$ cat src/rtl/pipe_stage_ctrl_pkg.sv
// Shared types for the pipeline stall/flush sequencer: memory-handshake state
// codes and the bundle of stage-register controls.
package pipe_stage_ctrl_pkg;

    typedef logic [1:0] mem_state_t;

    localparam mem_state_t MS_IDLE = 2'd0;
    localparam mem_state_t MS_WAIT = 2'd1;
    localparam mem_state_t MS_ERR  = 2'd2;

    typedef struct packed {
        logic pc_en;
        logic if_id_en;
        logic id_exe_en;
        logic exe_mem_en;
        logic mem_wb_en;
        logic if_id_flush;
        logic id_exe_flush;
        logic exe_mem_flush;
        logic mem_wb_bubble;
    } PipeCtrl;

    // Reset forces every stage register to load a bubble while holding still.
    localparam PipeCtrl CTRL_RESET = '{
        pc_en: 1'b0, if_id_en: 1'b0, id_exe_en: 1'b0, exe_mem_en: 1'b0, mem_wb_en: 1'b0,
        if_id_flush: 1'b1, id_exe_flush: 1'b1, exe_mem_flush: 1'b1, mem_wb_bubble: 1'b1
    };

    localparam PipeCtrl CTRL_RUN = '{
        pc_en: 1'b1, if_id_en: 1'b1, id_exe_en: 1'b1, exe_mem_en: 1'b1, mem_wb_en: 1'b1,
        if_id_flush: 1'b0, id_exe_flush: 1'b0, exe_mem_flush: 1'b0, mem_wb_bubble: 1'b0
    };

    // Everything up to MEM holds; WB keeps draining but receives a bubble.
    localparam PipeCtrl CTRL_FREEZE = '{
        pc_en: 1'b0, if_id_en: 1'b0, id_exe_en: 1'b0, exe_mem_en: 1'b0, mem_wb_en: 1'b1,
        if_id_flush: 1'b0, id_exe_flush: 1'b0, exe_mem_flush: 1'b0, mem_wb_bubble: 1'b1
    };

endpackage

$ cat src/rtl/pipe_stage_ctrl_load_use_detect.sv
// Combinational load-use hazard detector: a load in EXE whose destination is
// read by the instruction currently in ID.
module load_use_detect
    import pipe_stage_ctrl_pkg::*;
(
    input  logic [4:0] id_rs,
    input  logic [4:0] id_rt,
    input  logic       id_uses_rt,
    input  logic       ex_mem_read,
    input  logic [4:0] ex_write_reg,
    output logic       hazard
);

    logic rs_match;
    logic rt_match;

    assign rs_match = (ex_write_reg == id_rs);
    assign rt_match = id_uses_rt && (ex_write_reg == id_rt);

    // $zero is never a real dependency.
    assign hazard = ex_mem_read && (ex_write_reg != 5'd0) && (rs_match || rt_match);

endmodule

$ cat src/rtl/pipe_stage_ctrl.sv
// Stall/flush sequencer for the 5-stage pipeline: memory-wait freeze with
// timeout, branch and jump flushes, and load-use bubbles.
module pipe_stage_ctrl
    import pipe_stage_ctrl_pkg::*;
#(
    parameter int MEM_TIMEOUT = 16,
    parameter int CNT_W       = 16
) (
    input  logic             clock,
    input  logic             rst_n,
    input  logic [4:0]       id_rs,
    input  logic [4:0]       id_rt,
    input  logic             id_uses_rt,
    input  logic             ex_mem_read,
    input  logic [4:0]       ex_write_reg,
    input  logic             id_jump,
    input  logic             mem_branch_taken,
    input  logic             mem_req,
    input  logic             dmem_ready,
    output logic             dmem_req,
    output logic             pc_en,
    output logic             if_id_en,
    output logic             id_exe_en,
    output logic             exe_mem_en,
    output logic             mem_wb_en,
    output logic             if_id_flush,
    output logic             id_exe_flush,
    output logic             exe_mem_flush,
    output logic             mem_wb_bubble,
    output logic             mem_timeout,
    output logic [CNT_W-1:0] stall_cnt
);

    localparam int WAIT_W = $clog2(MEM_TIMEOUT + 1);

    mem_state_t        state_q, state_d;
    logic [WAIT_W-1:0] wait_q, wait_d, wait_inc;
    logic              timeout_q, timeout_d;
    logic [CNT_W-1:0]  stall_cnt_q, stall_cnt_d;

    logic    lu_hazard;
    logic    mem_stall;
    logic    frozen;
    PipeCtrl ctrl;

    load_use_detect u_load_use_detect (
        .id_rs        (id_rs),
        .id_rt        (id_rt),
        .id_uses_rt   (id_uses_rt),
        .ex_mem_read  (ex_mem_read),
        .ex_write_reg (ex_write_reg),
        .hazard       (lu_hazard)
    );

    // The first stalled cycle seen from IDLE counts as wait cycle 1.
    assign wait_inc = (state_q == MS_WAIT) ? wait_q + WAIT_W'(1) : WAIT_W'(1);

    always_comb begin
        state_d   = state_q;
        wait_d    = wait_q;
        timeout_d = timeout_q;
        mem_stall = 1'b0;
        case (state_q)
            MS_IDLE, MS_WAIT: begin
                mem_stall = !dmem_ready && (mem_req || (state_q == MS_WAIT));
                if (mem_stall) begin
                    wait_d = wait_inc;
                    if (wait_inc == WAIT_W'(MEM_TIMEOUT)) begin
                        state_d   = MS_ERR;
                        timeout_d = 1'b1;
                    end else begin
                        state_d = MS_WAIT;
                    end
                end else begin
                    state_d = MS_IDLE;
                    wait_d  = '0;
                end
            end
            MS_ERR:  state_d = MS_ERR;
            default: begin
                state_d = MS_IDLE;
                wait_d  = '0;
            end
        endcase
    end

    assign frozen = mem_stall || (state_q == MS_ERR);

    always_comb begin
        ctrl = CTRL_RUN;
        if (!rst_n) begin
            ctrl = CTRL_RESET;
        end else if (frozen) begin
            ctrl = CTRL_FREEZE;
        end else if (mem_branch_taken) begin
            ctrl.if_id_flush   = 1'b1;
            ctrl.id_exe_flush  = 1'b1;
            ctrl.exe_mem_flush = 1'b1;
        end else if (lu_hazard) begin
            // Jump in ID is re-seen next cycle, so its flush waits until then.
            ctrl.pc_en        = 1'b0;
            ctrl.if_id_en     = 1'b0;
            ctrl.id_exe_flush = 1'b1;
        end else if (id_jump) begin
            ctrl.if_id_flush = 1'b1;
        end
    end

    assign stall_cnt_d = (!ctrl.pc_en && (stall_cnt_q != '1)) ? stall_cnt_q + CNT_W'(1)
                                                             : stall_cnt_q;

    always_ff @(posedge clock or negedge rst_n) begin
        if (!rst_n) begin
            state_q     <= MS_IDLE;
            wait_q      <= '0;
            timeout_q   <= 1'b0;
            stall_cnt_q <= '0;
        end else begin
            state_q     <= state_d;
            wait_q      <= wait_d;
            timeout_q   <= timeout_d;
            stall_cnt_q <= stall_cnt_d;
        end
    end

    assign dmem_req      = rst_n && (state_q != MS_ERR) && mem_req;
    assign pc_en         = ctrl.pc_en;
    assign if_id_en      = ctrl.if_id_en;
    assign id_exe_en     = ctrl.id_exe_en;
    assign exe_mem_en    = ctrl.exe_mem_en;
    assign mem_wb_en     = ctrl.mem_wb_en;
    assign if_id_flush   = ctrl.if_id_flush;
    assign id_exe_flush  = ctrl.id_exe_flush;
    assign exe_mem_flush = ctrl.exe_mem_flush;
    assign mem_wb_bubble = ctrl.mem_wb_bubble;
    assign mem_timeout   = timeout_q;
    assign stall_cnt     = stall_cnt_q;

endmodule

$ cat config.mk
export PLATFORM = sky130hd
export DESIGN_NAME = pipe_stage_ctrl
export DESIGN_NICKNAME = d
export VERILOG_FILES = /design/src/rtl/pipe_stage_ctrl_pkg.sv /design/src/rtl/pipe_stage_ctrl_load_use_detect.sv /design/src/rtl/pipe_stage_ctrl.sv
export SDC_FILE = /design/constraint.sdc
export NUM_CORES = 1
export LEC_CHECK = 0
export BUFFER_PORTS_ARGS = -buffer_cell sky130_fd_sc_hd__buf_2
export CORE_MARGIN = 2
export CORE_UTILIZATION = 35
export DETAILED_ROUTE_END_ITERATION = 10
export PLACE_DENSITY_LB_ADDON = 0.12
export SYNTH_ARGS = -nofsm -noshare
export SYNTH_HDL_FRONTEND = slang
export SYNTH_SLANG_ARGS = --single-unit
$ cat constraint.sdc
create_clock -name clock -period 6.68 [get_ports clock]
set_input_delay 1.67 -clock clock [delete_from_list [all_inputs] [get_ports clock]]
set_output_delay 1.67 -clock clock [all_outputs]
set_load 0.02 [all_outputs]
==> parameters.txt <==
Parameter                              Value

Detailed routing
  Pre-Repair DR Iteration Count ... 4
  Post-Route M1 WL ... roughly 1300 um
  Antenna Violating Nets Remaining ... 0
  Top routing layer in use ... met4
  Via count ... 1181
  Final WL ... approximately 3000 um
  Drt drc ... 0
  Number of DRC violations after detailed-routing iteration 0 ... 65
  Wire length per cell after detailed routing ... 12.4 um
  Detail Route met2 WL ... between 1000 and 1500 um
  Detail-routed via count per cell ... between 4 and 5
  Met3 WL ... between 100 and 150 um

Cells and area
  Number of nets in the layout ... around 220
  Antenna diodes ... 0
  Number of non-filler instances in the completed layout ... 240
  Area added between synthesis and finish ... 22.2%
  Proportion of layout cells with a drive suffix above 1 ... 29.7%
  Final standard cell area without fillers ... ~1700 sq um
  Total area of multi-input combinational cells ... about 740 sq um
  Seq. cell area ... roughly 600 sq um
  Fillcell total ... 381

Yosys
  Post-synthesis register bit count ... 24
  Mapped Cells ... around 150
  Area share of the largest cell type after synthesis ... between 40% and 50%
  Synthesized Nets ... 170
  Post-Syn Area per Cell ... roughly 9.6 sq um
  Largest area contributor in the netlist ... sky130_fd_sc_hd__dfrtp_1
  Total standard cell area after synthesis ... 1390 sq um
  Count of cell types in the netlist ... 32
  Dominant cells by area after synthesis ... sky130_fd_sc_hd__dfrtp_1 (43%), sky130_fd_sc_hd__xnor2_1 (14%), sky130_fd_sc_hd__nand3_1 (6.1%), sky130_fd_sc_hd__nand2_1 (3.8%), sky130_fd_sc_hd__nand2b_1 (3.2%)
  Sequential share of the synthesized area ... a little over two fifths
  Yosys warning count ... 0

Placement
  Pre-CTS setup slack ... 1.95 ns
  Hpwl dp ... 2270 um
  GPL Wtd Cong ... about 0.73
  Port Buffer Count ... 49
  Placed inst area ... around 1700 sq um
  Placed instance count ... about 240

CTS
  Clk sink count ... 24
  Number of gates resized after cts ... 0
  Max Root-Sink Buffers ... 2
  Clk pin slew, worst setup/hold paths ... 0.08 ns
  Clock Tree Root ... sky130_fd_sc_hd__clkbuf_8
  Number of buffers added by the clock tree synthesis step ... 3
  Clk_lat worst skew ... between 0.2 and 0.3 ns
  Hold buffers post-CTS ... 0
  TritonCTS clock tree ... yes
  Level count of the clock H-tree ... 1
  # Post-CTS Setup Buffers ... 0

Floorplanning
  Core box area ... roughly 3700 sq um
  Number of cell rows ... 22
  Die area ... ~4500 sq um
  Initial Util ... 37.1%
  Die X-Extent ... between 60 and 70 um
  Vert. Die Dim ... between 60 and 70 um
  IO Pins ... 50

Setup path
  CP max FO ... 16
  Worst setup path class ... in2out
  Type of element capturing the critical path ... primary output
  Worst endpoint data arrival time ... between 3 and 4 ns
  Delay of the slowest critical-path stage ... 0.54 ns
  Type of element launching the critical path ... input port
  Worst Path Required ... 5.01 ns
  Cells along the critical path ... buf_2, or4_1, o21ai_2, nor2_1, a21o_4, inv_1, buf_2
  Cell type of the slowest stage on the worst timing path ... sky130_fd_sc_hd__or4_1
  CP most frequent cell ... sky130_fd_sc_hd__buf_2

Global route
  Antenna violations before repair ... 0
  Vias in the first global route ... 1208
  Largest net degree at the start of global routing ... 30
  Overflow left after global routing ... 0
  First-pass GRT wire length ... roughly 5300 um
  Global-route usage over all layers ... between 10% and 20%

Timing
  Setup violations, final ... 0
  Post-route worst setup slack ... around 2.0 ns
  Unrepaired setup endpoints after global routing ... no
  Final period utilization ... between 70% and 80%
  Worst clock skew ... around 0.0022 ns
  Min Tclk post-route ... ~4.7 ns
  Highest achievable clock rate ... between 200 and 250 MHz
  Slew of the pin with the lowest slew margin ... 0.603 ns
  Final number of max-transition violations ... 0
  Final TNS setup ... 0 ns
  Hold Vio Cnt, Final ... 0
  Worst slew margin relative to its limit ... between 50% and 60%

Power and ir drop
  Total Power ... roughly 410 uW
  Static leakage power ... 0.836 nW
  IR drop worst, VDD ... about 0.15 mV
  Areal power density over the cells ... ~240 nW/um^2

Run
  # Max-Cap Violations ... 0

Outcome
  Result of the run ... finished clean

Hold path
  Type of the most critical hold path ... reg2reg
## registers in the layout, summed over array words and instances, names as in the netlist
register and cells:
mem_timeout 1, stall_cnt 16, state_q 2, wait_q 5
## power by group
group | internal [mW] | leakage (nW) | total, mW | switching [mW]
sequential | 0.168 | 0.320 | 0.194 | 0.0258
clock | 0.0402 | 0.0216 | 0.0837 | 0.0434
combinational | 0.0567 | 0.495 | 0.134 | 0.0769
total | 0.265 | 0.836 | 0.411 | 0.146
## worst max-delay path, delay by kind of cell
family	cells	cell delay, ns
buf+inv	3	0.37
simple gates	2	0.60
compound gates	2	0.42
## final timing paths
path / to / slack [ns] / start / cells past startpoint
setup / recovery: pc_en / 1.95 / ex_write_reg[1] / 7
hold / removal: mem_timeout / 0.46 / mem_timeout / 1
setup reg to reg: stall_cnt[1] / 4.51 / stall_cnt[3] / 6
hold reg to reg: mem_timeout / 0.46 / mem_timeout / 1
max in group asynchronous: stall_cnt[7] / 4.87 / rst_n / 1
min in group asynchronous: wait_q[2] / 1.41 / rst_n / 1
## cells by family (layout without fill, tap and decap cells)
group	count (synthesis)	after routing	share of synthesized area, %
AND/OR/NAND/NOR	69	69	25.5
AO/OA/AOI/OAI	11	11	6.21
multiplexers	4	4	3.15
buffers and inverters	9	56	3.78
XOR/XNOR	26	26	16.4
flip-flops	24	24	43.2
adder cells (fa/ha/maj)	2	2	1.80
## cell usage in the layout, fill, tap and decap left out, types with 2 or more instances in the layout
master                     netlist  final
sky130_fd_sc_hd__buf_2           0     49
sky130_fd_sc_hd__dfrtp_1        24     24
sky130_fd_sc_hd__xnor2_1        23     23
sky130_fd_sc_hd__nand3_1        17     17
sky130_fd_sc_hd__nand2_1        14     14
sky130_fd_sc_hd__nor2_1         11     11
sky130_fd_sc_hd__nand2b_1        7      7
sky130_fd_sc_hd__and3_1          6      6
sky130_fd_sc_hd__nand4_1         6      6
sky130_fd_sc_hd__inv_1           4      4
sky130_fd_sc_hd__xor2_1          3      3
sky130_fd_sc_hd__mux2_2          3      3
sky130_fd_sc_hd__clkbuf_8        0      3
sky130_fd_sc_hd__o21ai_0         2      2
sky130_fd_sc_hd__and4_1          2      2
sky130_fd_sc_hd__a22o_1          2      2
sky130_fd_sc_hd__ha_1            2      2
## per-stage QoR
stage / hold WS, ns / utilization [%]
floorplan: 0.476 / -
global placement: 0.446 / 44.3
detailed placement: 0.452 / 44.3
CTS: 0.473 / 45.4
global route: 0.487 / 45.4
finish: 0.463 / 45.4
## cells in the mapped netlist
cell type	number
sky130_fd_sc_hd__nand3_1	17
sky130_fd_sc_hd__a21oi_1	1
sky130_fd_sc_hd__o21ai_0	2
sky130_fd_sc_hd__o21bai_1	1
sky130_fd_sc_hd__nand3b_1	1
sky130_fd_sc_hd__mux2_2	3
sky130_fd_sc_hd__nor4_1	1
sky130_fd_sc_hd__o22ai_1	1
sky130_fd_sc_hd__o21ai_2	1
sky130_fd_sc_hd__a21o_4	1
sky130_fd_sc_hd__ha_1	2
sky130_fd_sc_hd__nand4_1	6
sky130_fd_sc_hd__a22o_1	2
sky130_fd_sc_hd__or3_1	1
sky130_fd_sc_hd__o32ai_1	1
sky130_fd_sc_hd__clkbuf_1	1
sky130_fd_sc_hd__dfrtp_1	24
sky130_fd_sc_hd__mux2i_1	1
sky130_fd_sc_hd__inv_1	4
sky130_fd_sc_hd__nand2_1	14
sky130_fd_sc_hd__and3_1	6
sky130_fd_sc_hd__buf_6	1
sky130_fd_sc_hd__nand2b_1	7
sky130_fd_sc_hd__nor2b_1	1
sky130_fd_sc_hd__nor2_1	11
sky130_fd_sc_hd__or4_1	1
sky130_fd_sc_hd__nor3_1	1
sky130_fd_sc_hd__o31ai_1	1
sky130_fd_sc_hd__xor2_1	3
sky130_fd_sc_hd__buf_4	3
sky130_fd_sc_hd__and4_1	2
sky130_fd_sc_hd__xnor2_1	23
## per-layer routing
layer	GRT usage, %	vias to the layer above
met5	0	-
met4	5.87	0
met3	2.70	2
met2	27.1	30
met1	18.1	554
li1	-	595
## cell type report
type / instances / share of cell area (%)
Clock buffer: 3 / 2.43
Inverter: 4 / 0.884
Multi-Input combinational cell: 112 / 43.4
Sequential cell: 24 / 35.3
Tap cell: 48 / 3.53
Timing Repair Buffer: 49 / 14.4
Note: power is estimated with default switching activity, not from simulation.
